<file path="config.mk">
export PLATFORM = sky130hd
export DESIGN_NAME = result_drain
export DESIGN_NICKNAME = d
export VERILOG_FILES = /design/src/rtl/systolic_pkg.sv /design/src/rtl/result_drain.sv
export SDC_FILE = /design/constraint.sdc
export NUM_CORES = 1
export LEC_CHECK = 0
export CAP_MARGIN = 20
export CORE_UTILIZATION = 30
export CTS_CLUSTER_SIZE = 24
export DETAILED_ROUTE_END_ITERATION = 7
export GPL_ROUTABILITY_DRIVEN = 0
export GPL_TIMING_DRIVEN = 0
export PLACE_DENSITY_LB_ADDON = 0.1
export SLEW_MARGIN = 20
export SYNTH_ARGS = -nofsm -noshare
export SYNTH_HDL_FRONTEND = slang
export SYNTH_SLANG_ARGS = --single-unit
</file>
<file path="constraint.sdc">
create_clock -name i_clk -period 4.2 [get_ports i_clk]
set_input_delay 0.84 -clock i_clk [delete_from_list [all_inputs] [get_ports i_clk]]
set_output_delay 0.84 -clock i_clk [all_outputs]
set_load 0.02 [all_outputs]
</file>
<file path="src/rtl/systolic_pkg.sv">
// systolic_pkg: shared defaults, drain state encoding and element offset helper for the 3x3 systolic array
package systolic_pkg;
   localparam int SYS_W = 16;
   localparam int SYS_N = 3;
   typedef enum logic [1:0] {
      IDLE   = 2'd0,
      STREAM = 2'd1,
      REARM  = 2'd2
   } state_e;
   function automatic int unsigned elem_off(input int unsigned k, input int unsigned w);
      return k * w;
   endfunction
endpackage

</file>
<file path="src/rtl/result_drain.sv">
// result_drain: captures the controller's flat result on done, streams it out one element per
// valid/ready handshake, then pulses the controller enable low for one cycle to rearm it.
module result_drain
   import systolic_pkg::*;
#(
   parameter int W     = SYS_W,
   parameter int N     = SYS_N,
   parameter int CNT_W = 8
) (
   input  logic             i_clk,
   input  logic             i_rst_n,
   input  logic             i_done,
   input  logic [W*N*N-1:0] i_C,
   output logic             o_ctrl_en,
   output logic             o_valid,
   input  logic             i_ready,
   output logic [W-1:0]     o_data,
   output logic             o_last,
   output logic             o_busy,
   output logic [CNT_W-1:0] o_frames
);
   localparam int NN = N * N;
   localparam int IW = (NN > 1) ? $clog2(NN) : 1;
   localparam logic [IW-1:0] LAST = IW'(NN - 1);
   state_e             state_q, state_d;
   logic [IW-1:0]      idx_q, idx_d;
   logic [W*NN-1:0]    buf_q, buf_d;
   logic [CNT_W-1:0]   frames_q, frames_d;
   logic               ctrl_en_q;
   logic [W-1:0]       data;
   always_comb begin
      state_d  = state_q;
      idx_d    = idx_q;
      buf_d    = buf_q;
      frames_d = frames_q;
      case (state_q)
         IDLE: if (i_done) begin
            buf_d   = i_C;
            idx_d   = '0;
            state_d = STREAM;
         end
         STREAM: if (i_ready) begin
            if (idx_q == LAST) begin
               frames_d = frames_q + CNT_W'(1);
               state_d  = REARM;
            end else begin
               idx_d = idx_q + IW'(1);
            end
         end
         REARM:   state_d = IDLE;
         default: state_d = IDLE;
      endcase
   end
   // enable is registered off the next state so it is low exactly while REARM is held
   always_ff @(posedge i_clk or negedge i_rst_n) begin
      if (!i_rst_n) begin
         state_q   <= IDLE;
         idx_q     <= '0;
         buf_q     <= '0;
         frames_q  <= '0;
         ctrl_en_q <= 1'b0;
      end else begin
         state_q   <= state_d;
         idx_q     <= idx_d;
         buf_q     <= buf_d;
         frames_q  <= frames_d;
         ctrl_en_q <= (state_d != REARM);
      end
   end
   always_comb begin
      data = '0;
      for (int k = 0; k < NN; k++)
         if (state_q == STREAM && idx_q == IW'(k)) data = buf_q[elem_off(k, W) +: W];
   end
   assign o_ctrl_en = ctrl_en_q;
   assign o_valid   = (state_q == STREAM);
   assign o_data    = data;
   assign o_last    = (state_q == STREAM) && (idx_q == LAST);
   assign o_busy    = (state_q == STREAM) || (state_q == REARM);
   assign o_frames  = frames_q;
endmodule
</file>
# After elaboration in Yosys (flattened, before gate mapping)
# Index checks and enable logic that the tools add are counted.
[totals]
ff_bits = 159
inputBits = 148
out_inout_bits = 28
wordCells = 54
[op_classes]
mux = 17
reduce_logical = 16
eq_ne = 14
addsub = 2
[op_table]
columns = ["operator", "count"]
rows = [
  ["$mux W16", 9],
  ["$eq A4 B3 Y1 const B", 4],
  ["$mux W4", 3],
  ["$logic_and A1 B1 Y1", 9],
  ["$add A8 B1 Y8 const B", 1],
  ["$eq A4 B2 Y1 const B", 2],
  ["$pmux W4 S2", 1],
  ["$mux W2", 3],
  ["$ne A2 B2 Y1 const B", 3],
  ["$add A4 B1 Y4 const B", 1],
  ["$eq A4 B1 Y1 const B", 1],
  ["$eq A4 B4 Y1 const B", 1],
  ["$logic_not A4 Y1", 1],
  ["$pmux W2 S2", 1],
  ["$reduce_and A4 Y1", 1],
  ["$reduce_and A3 Y1", 1],
  ["$eq A2 B1 Y1 const B", 1],
  ["$eq A2 B2 Y1 const B", 1],
  ["$logic_not A2 Y1", 1],
  ["$ne A2 B1 Y1 const B", 1],
  ["$reduce_and A2 Y1", 1],
  ["$reduce_bool A2 Y1", 1],
  ["$logic_or A1 B1 Y1", 1],
]

# Logic depth before layout (Yosys ltp)
# Gate-level depths: netlist of run 1.
[depth]
ltp_word = 11
depth_mapped = 10
ltp_nobuf = 9

# Worst setup path after synthesis of run 1
# No wires, ideal clock.
[synth_path]
path_type = "register -> output"
start = "register state_q[1]"
end = "output o_data[10]"
arrival_ns = 2.118
path_buffers = 2
required_time_ns = 3.360
path_slack_ns = 1.242
stages_incl_launch_ff = 10
path_cell_list = "dfrtp_1 -> inv_1 -> ha_1 -> buf_2 -> and4bb_2 -> clkbuf_2 -> a22oi_1 -> o221ai_1 -> o211ai_1 -> a21oi_1"
[synth_via]
elab_chain_len = 11
elab_cells_between_ends = 19
cone_classes = "eq/ne: 1; mux: 9; reduce/logical: 9"
[synth_rtl]
columns = ["element", "line", "text"]
rows = [
  ["start, declared", "result_drain.sv:25", "state_e state_q, state_d;"],
  ["start signal, assigned", "result_drain.sv:63", "state_q <= state_d;"],
  ["$eq A2 B1 Y1 (*)", "-", ""],
  ["named net o_valid", "result_drain.sv:15", "output logic o_valid,"],
  ["$logic_and A1 B1 Y1", "result_drain.sv:73", "if (state_q == STREAM && idx_q == IW'(k)) data = buf_q[elem_off(k, W) +: W];"],
  ["$mux W16 (8 in a row)", "result_drain.sv:73", ""],
  ["$mux W16 (*)", "result_drain.sv:73", ""],
  ["end, declared", "result_drain.sv:17", "output logic [W-1:0] o_data,"],
]
# Mark *: on every way through the listed nets, which the timed path passes. The rest lies on a longest branch.

# Worst setup path after layout of run 1
[layout_path]
start = "register idx_q[0]"
end = "output o_data[0]"
[layout_via]
elab_chain_len = 11
elab_cells_between_ends = 27
cone_classes = "eq/ne: 8; mux: 9; reduce/logical: 10"
[layout_rtl]
columns = ["element", "line", "text"]
rows = [
  ["start, declared", "result_drain.sv:26", "logic [IW-1:0] idx_q, idx_d;"],
  ["start signal, assigned", "result_drain.sv:64", "idx_q <= idx_d;"],
  ["$logic_not A4 Y1", "result_drain.sv:73", ""],
  ["$logic_and A1 B1 Y1", "result_drain.sv:73", ""],
  ["$mux W16 (8 in a row)", "result_drain.sv:73", ""],
  ["$mux W16 (*)", "result_drain.sv:73", ""],
]
# Every way passes the cells marked *; elsewhere a longest branch is shown, timed or not.

==> results of run 1 <==
[flip-flops by register name, indices dropped and copies added, names as in the netlist]
name and count:
buf_q 144, o_frames 8, idx_q 4, state_q 2, o_ctrl_en 1
[through the flow]
stage / instances / total power [mW] / util
floorplan: 628 / 4.488 / -
global placement: 1127 / 5.597 / 0.3968
detailed placement: 1128 / 5.696 / 0.3982
CTS: 1160 / 7.301 / 0.4226
global route: 1162 / 7.690 / 0.4264
finish: 1163 / 7.261 / 0.4265
[power by group through the flow]
stage	logic (mW)	registers [mW]	clock network [mW]
2_1_floorplan	1.94	2.55	0
3_3_place_gp	2.90	2.70	0
3_5_place_dp	2.97	2.72	0
4_1_cts	3.00	2.69	1.60
5_1_grt	3.25	2.78	1.66
6_report	3.01	2.69	1.56
[layout by cell type, fill, tap and decap left out, drive strengths merged, types with 8 or more instances in the layout]
| master | n |
|---|---|
| a21oi | 43 |
| a222oi | 8 |
| a22oi | 11 |
| buf | 20 |
| clkbuf | 48 |
| clkdlybuf4s50 | 166 |
| dfrtp | 159 |
| dlymetal6s2s | 8 |
| inv | 15 |
| mux2 | 145 |
| nand2 | 25 |
| nand3 | 15 |
| nor2 | 24 |
| nor2b | 11 |
| nor4bb | 8 |
| o211ai | 12 |
| o21ai | 25 |
| o221ai | 10 |
[Yosys cell counts (3+ instances only)]
cell type | number | area (um2)
nand2b_1 | 7 | 43.79
nand3_1 | 15 | 75.07
o22ai_1 | 3 | 18.77
nand2_1 | 24 | 90.09
a31oi_1 | 4 | 25.02
buf_6 | 3 | 33.78
ha_1 | 7 | 87.58
inv_1 | 9 | 33.78
o211ai_1 | 12 | 90.09
mux2_2 | 145 | 1633
a21oi_1 | 43 | 215.2
nand3b_1 | 3 | 22.52
nor2b_1 | 11 | 68.82
and2_1 | 3 | 18.77
a222oi_1 | 8 | 80.08
clkbuf_1 | 29 | 108.9
a22o_1 | 4 | 35.03
a22oi_1 | 11 | 82.58
buf_2 | 10 | 50.05
nor4bb_1 | 8 | 80.08
o221ai_1 | 10 | 87.58
xor2_1 | 4 | 35.03
o21ai_0 | 24 | 120.1
xnor2_1 | 5 | 43.79
nand4_1 | 3 | 18.77
buf_1 | 3 | 11.26
nor2_1 | 22 | 82.58
dfrtp_1 | 159 | 3979
[path summary, 6_finish.rpt]
path	start	to	slack (ns)
min in group i_clk	o_frames[7]	o_frames[7]	0.48
max in group asynchronous	i_rst_n	buf_q[66]	3.00
min	i_rst_n	buf_q[24]	0.36
min reg2reg	o_frames[7]	o_frames[7]	0.48
max	idx_q[0]	o_data[0]	0.06
max reg2reg	state_q[0]	buf_q[59]	1.71
[worst register-to-register path, delay by kind of cell, from the launching register on]
family,cells,cell delay [ns]
adder cells (fa/ha/maj),1,0.23
multiplexers,1,0.41
buffers and inverters,3,1.22
AND/OR/NAND/NOR,1,0.12
flip-flops,1,0.38
[layout make-up]
cell class | count | area share
diodes | 1 | 0.0002384
plain buffers | 46 | 0.02158
well taps | 324 | 0.03863
flip-flops and latches | 159 | 0.3791
repair buffers | 178 | 0.1733
clock buffers | 18 | 0.04089
multi-input cells | 413 | 0.3277
clock inverters | 14 | 0.01490
inverters | 10 | 0.003577
[cells by family after synthesis]
family,count (synthesis)
AO/OA/AOI/OAI,137
XOR/XNOR,9
adder cells (fa/ha/maj),7
buffers and inverters,56
flip-flops,159
multiplexers,145
AND/OR/NAND/NOR,115
[per-layer routing]
| layer | up-vias | routed length [um] | track usage |
|---|---|---|---|
| met5 | - | 0 | 0 |
| met4 | 0 | 414 | 0.05660 |
| met3 | 25 | 1118 | 0.04109 |
| met2 | 156 | 11560 | 0.3141 |
| met1 | 2930 | 10830 | 0.2480 |
| li1 | 2710 | - | - |
[timing repair]
item | 4_1_cts | 5_1_grt
pin swaps | 0 | 1
setup endpoints to repair | 15 | 16
buffers inserted | 0 | 2
gates resized for setup | 6 | 32
==> flow_summary.ini, run 1 <==
[drt]
ant_nets = 0
vias_per_cell = 5.005
via_count = 5821
first_pass_iters = 5
drcViolationCount = 0
routed_wl_um = 23920
wire_per_inst_um = 20.57
drt-initial-drc-count = 348

[pwr]
swShare = 0.3579
p_switching_mw = 2.598
internal_power_mw = 4.662
p_comb_frac = 0.414
seqPwrFrac = 0.370
p_clk_frac = 0.215
ir_drop_mv = 0.3185
leakage_nw = 4.291
power_density_nw_per_um2 = 691.8

[floorplanning]
coreArea_um2 = 24600
die_h_um = 161.2
dieArea_um2 = 26000
pin_count = 176
fp-row-count = 57
die_x_um = 161.2
initial_core_util = 0.3092

[placed_design]
dp_worst_setup_slack_ns = 0.2797
place_area_um2 = 9797
place.detailed.hpwl_um = 18590
io_buffers = 175

[setup_path]
cp.required_ns = 3.36
path_class = flop to primary output
slowest_delay_ns = 0.67
cpMaxStageDelayCell = clkdlybuf4s50_1
cp_data_arrival_time_ns = 3.30
startpoint_type = flop
crit_family = buffers and inverters
cp_cell_sequence = inv_1, ha_1, buf_2, buf_2, clkbuf_2, a21oi_1, o22ai_1, a21oi_1, o21ai_0, clkdlybuf4s50_1
reg2regPathDepth = 6
cp.depth = 10
worst-path-buf-inv = 5
cp_max_fo = 10
cp-end-kind = primary output

[clock_tree]
insertion_delay_ns = 0.43
clk_path_buf_depth = 2
hold_buffers = 0
cts-buffers-inserted = 17
cts-root-buf = clkbuf_16
clock-sinks = 159
h-tree-depth = 4
cts_tree = done
clkTransAtPathRegs_ns = 0.07

[logic_synthesis]
synth_compound_area_frac = 0.1207
synth_edf_count = 0
synthSimpleGateAreaFrac = 0.08734
synth_fp_nets = 783
synth_top_family_by_area = multiplexers
synth_adder_area_share = 0.01151
postSynthAreaPerCell_um2 = 12.11
synthMuxAreaShare = 0.2146
syn_area_um2 = 7607
synthFlopType = dfrtp_1
syn_inst = 628
synth.distinct_cells = 59
ys_seq_elements = 159
ys_async_sr_fraction = 1.000
ys_warn_count = 0
synth-xor-area-share = 0.01036
synth_seq_area_share = 0.5230

[sta]
fin_crit_sh = 0.9847
rsz0062_at_grt = yes
maxSlewViolCount = 0
hold_slack_ns = 0.3631
finalSetupViolations = 0
worstMarginPinSlew_ns = 0.8345
setup_slack_ns = 0.06419
max_freq_ghz = 0.2418
hold_viol_final = 0
relSlewSlack = 0.4394
setup_tns_ns = 0
fin_worst_skew_ns = 0.01377
min_period_ns = 4.136

[global_route]
grt_pass1_vias = 6450
antenna_found_initial = 1
grt.total_usage = 0.1897
grt_pass1_wl_um = 36960
grt_overflow = 0
grt_max_degree = 89

[flow_run]
drv_cap = 0

[final_layout]
postLayoutCellArea_um2 = 10500
multiInputGateArea_um2 = 3440
syn2layout_area_growth_pct = 37.96
fin_nets = 980
seq_area_um2 = 3979
drive_above_1_share = 0.2661
fill_cells = 2339

[outcome]
status = finished, final reports clean

[worst_hold_path]
hold_path.class = input port to async pin
Note: power is estimated with default switching activity, not from simulation.
==> run 2: changes to the inputs <==
- CORE_MARGIN: unset -> 5
- SLEW_MARGIN: 20 -> 10
==> run 2 against run 1 <==
Setup slack better by 0.071 ns. Worst hold slack worse by 0.010 ns. Clock power down 5%. Die area grew 10%. Final cell count rose by 0.26%. Cell area is 0.50% lower. Via count increased by 1.5%. Sequential share of layout area is 0.19 points higher. Maximum frequency rose by 1.7%. Largest power group unchanged. Highest routed layer unchanged.
==> flow_summary.ini, run 2 (synthesis gave the netlist of run 1 again) <==
[outcome]
status = finished, final reports clean

[clock_tree]
h-tree-depth = 4
clk_path_buf_depth = 2
insertion_delay_ns = 0.42
clock-sinks = 159
cts_tree = done
cts-root-buf = clkbuf_16
clkTransAtPathRegs_ns = 0.06
cts-buffers-inserted = 17

[final_layout]
fin_nets = 978
stdcell_count = 1166
final_cell_mix = 166 x clkdlybuf4s50_1, 159 x dfrtp_1, 145 x mux2_2, 43 x a21oi_1
final_core_util = 0.4159
fill_cells = 2467
regMostFlops = buf_q
drive_above_1_share = 0.2584
largest_reg_flops = 144
layout_commonest_cell = clkdlybuf4s50_1
diodes = 0
syn2layout_area_growth_pct = 37.27

[drt]
via_count = 5908
first_pass_iters = 5
drcViolationCount = 0
routed_wl_um = 24770
vias_per_cell = 5.067
drt-initial-drc-count = 367
wire_per_inst_um = 21.24
ant_nets = 0

[placed_design]
dp_cells = 1134
io_buffers = 175
place.detailed.hpwl_um = 19250
dp_worst_setup_slack_ns = 0.2678

[sta]
fin_worst_skew_ns = 0.01128
min_period_ns = 4.065
hold_viol_final = 0
maxSlewViolCount = 0
max_freq_ghz = 0.2460
fin_crit_sh = 0.9678
setup_slack_ns = 0.1350
hold_slack_ns = 0.3528
worstMarginPinSlew_ns = 0.8438
rsz0062_at_grt = yes
relSlewSlack = 0.4331
finalSetupViolations = 0

[setup_path]
rr_endpoint = buf_q[57]
cp.required_ns = 3.36
cp_data_arrival_time_ns = 3.22
r2r_setup_slack_ns = 1.68
startpoint_type = flop
cp-end-kind = primary output
reg2regPathDepth = 6
r2r_start = state_q[0]
path_class = flop to primary output
cp_max_fo = 9

[pwr]
internal_power_mw = 4.594
p_switching_mw = 2.584
power_density_nw_per_um2 = 687.4
swShare = 0.3600
seqPwrFrac = 0.377
p_comb_frac = 0.417
ir_drop_mv = 0.2741
p_clk_frac = 0.206
leakage_nw = 4.270

[worst_hold_path]
hold_path.class = input port to async pin

[floorplanning]
coreArea_um2 = 25110
dieArea_um2 = 28640
pin_count = 176
fp-row-count = 58
die_x_um = 169.2
die_h_um = 169.2
initial_core_util = 0.3030

[global_route]
grt_pass1_wl_um = 37070
antenna_found_initial = 0
grt_max_degree = 95
grt_overflow = 0
grt.total_usage = 0.1708
grt_pass1_vias = 6469

[flow_run]
drv_cap = 0
-- run 2: changes by cell type in the layout (fill, tap and decap cells not counted), sizes merged, moves of 2 or more --
cell	delta
clkinv	+3
inv	-3
buf	-2
clkbuf	+2
-- run 2: worst max-delay path by stage --
stage                       end  cells after the start  slack (ns)        from
finish                o_data[6]                     10        0.14    idx_q[0]
global route          o_data[2]                     11      -0.005    idx_q[0]
CTS                   o_data[9]                      9       0.003    idx_q[1]
detailed placement    o_data[9]                      7        0.27    idx_q[0]
global placement    o_frames[7]                      1       -4.24     i_rst_n
floorplan            o_data[10]                      9        1.24  state_q[1]
-- run 2: per-stage QoR --
stage / cell area (um2) / power (mW) / setup TNS, ns
2_1_floorplan: 7607 / 4.488 / 0
3_3_place_gp: 9772 / 5.627 / -672.64
3_5_place_dp: 9804 / 5.712 / 0
4_1_cts: 10400 / 7.245 / 0
5_1_grt: 10440 / 7.597 / -0.005112
6_report: 10440 / 7.178 / 0
-- run 2: power groups by stage --
| stage | Combinational (mW) | Clock, mW | Sequential (mW) |
|---|---|---|---|
| floorplan | 1.94 | 0 | 2.55 |
| global route | 3.24 | 1.59 | 2.77 |
| CTS | 3.02 | 1.52 | 2.70 |
| global placement | 2.92 | 0 | 2.71 |
| detailed placement | 2.98 | 0 | 2.73 |
| finish | 2.99 | 1.48 | 2.70 |
-- run 2: repair_timing --
| item | 4_1_cts | 5_1_grt |
|---|---|---|
| hold buffers | 0 | 0 |
| endpoints found under the setup margin | 15 | 16 |
| hold endpoints to repair | 0 | 0 |
| setup buffers | 0 | 1 |
| resized for setup | 10 | 23 |
-- run 2: layer usage --
layer  routed length, um  vias to the layer above  track usage
met1               10930                     3003       0.2228
met2               12070                      176       0.2851
met4                 520                        0      0.04830
li1                    -                     2700            -
met5                   0                        -            0
met3                1251                       29      0.04076
-- run 2: critical path, cell delays in order, from the launching register on --
cell and delay [ns]:
dfrtp_1 0.42, inv_1 0.10, ha_1 0.20, buf_2 0.17
and3b_1 0.17, buf_2 0.18, and2_1 0.18, buf_2 0.17
a222oi_1 0.48, a21oi_1 0.15, clkdlybuf4s50_1 0.57
-- run 2: area by class of cell --
cell class | count | area [um2] | share of cell area
flip-flops and latches | 159 | 3979 | 0.3810
multi-input cells | 413 | 3417 | 0.3272
repair buffers | 177 | 1812 | 0.1735
clock buffers | 20 | 446.7 | 0.04278
well taps | 330 | 412.9 | 0.03954
plain buffers | 45 | 226.5 | 0.02169
clock inverters | 12 | 111.4 | 0.01066
inverters | 10 | 37.54 | 0.003595
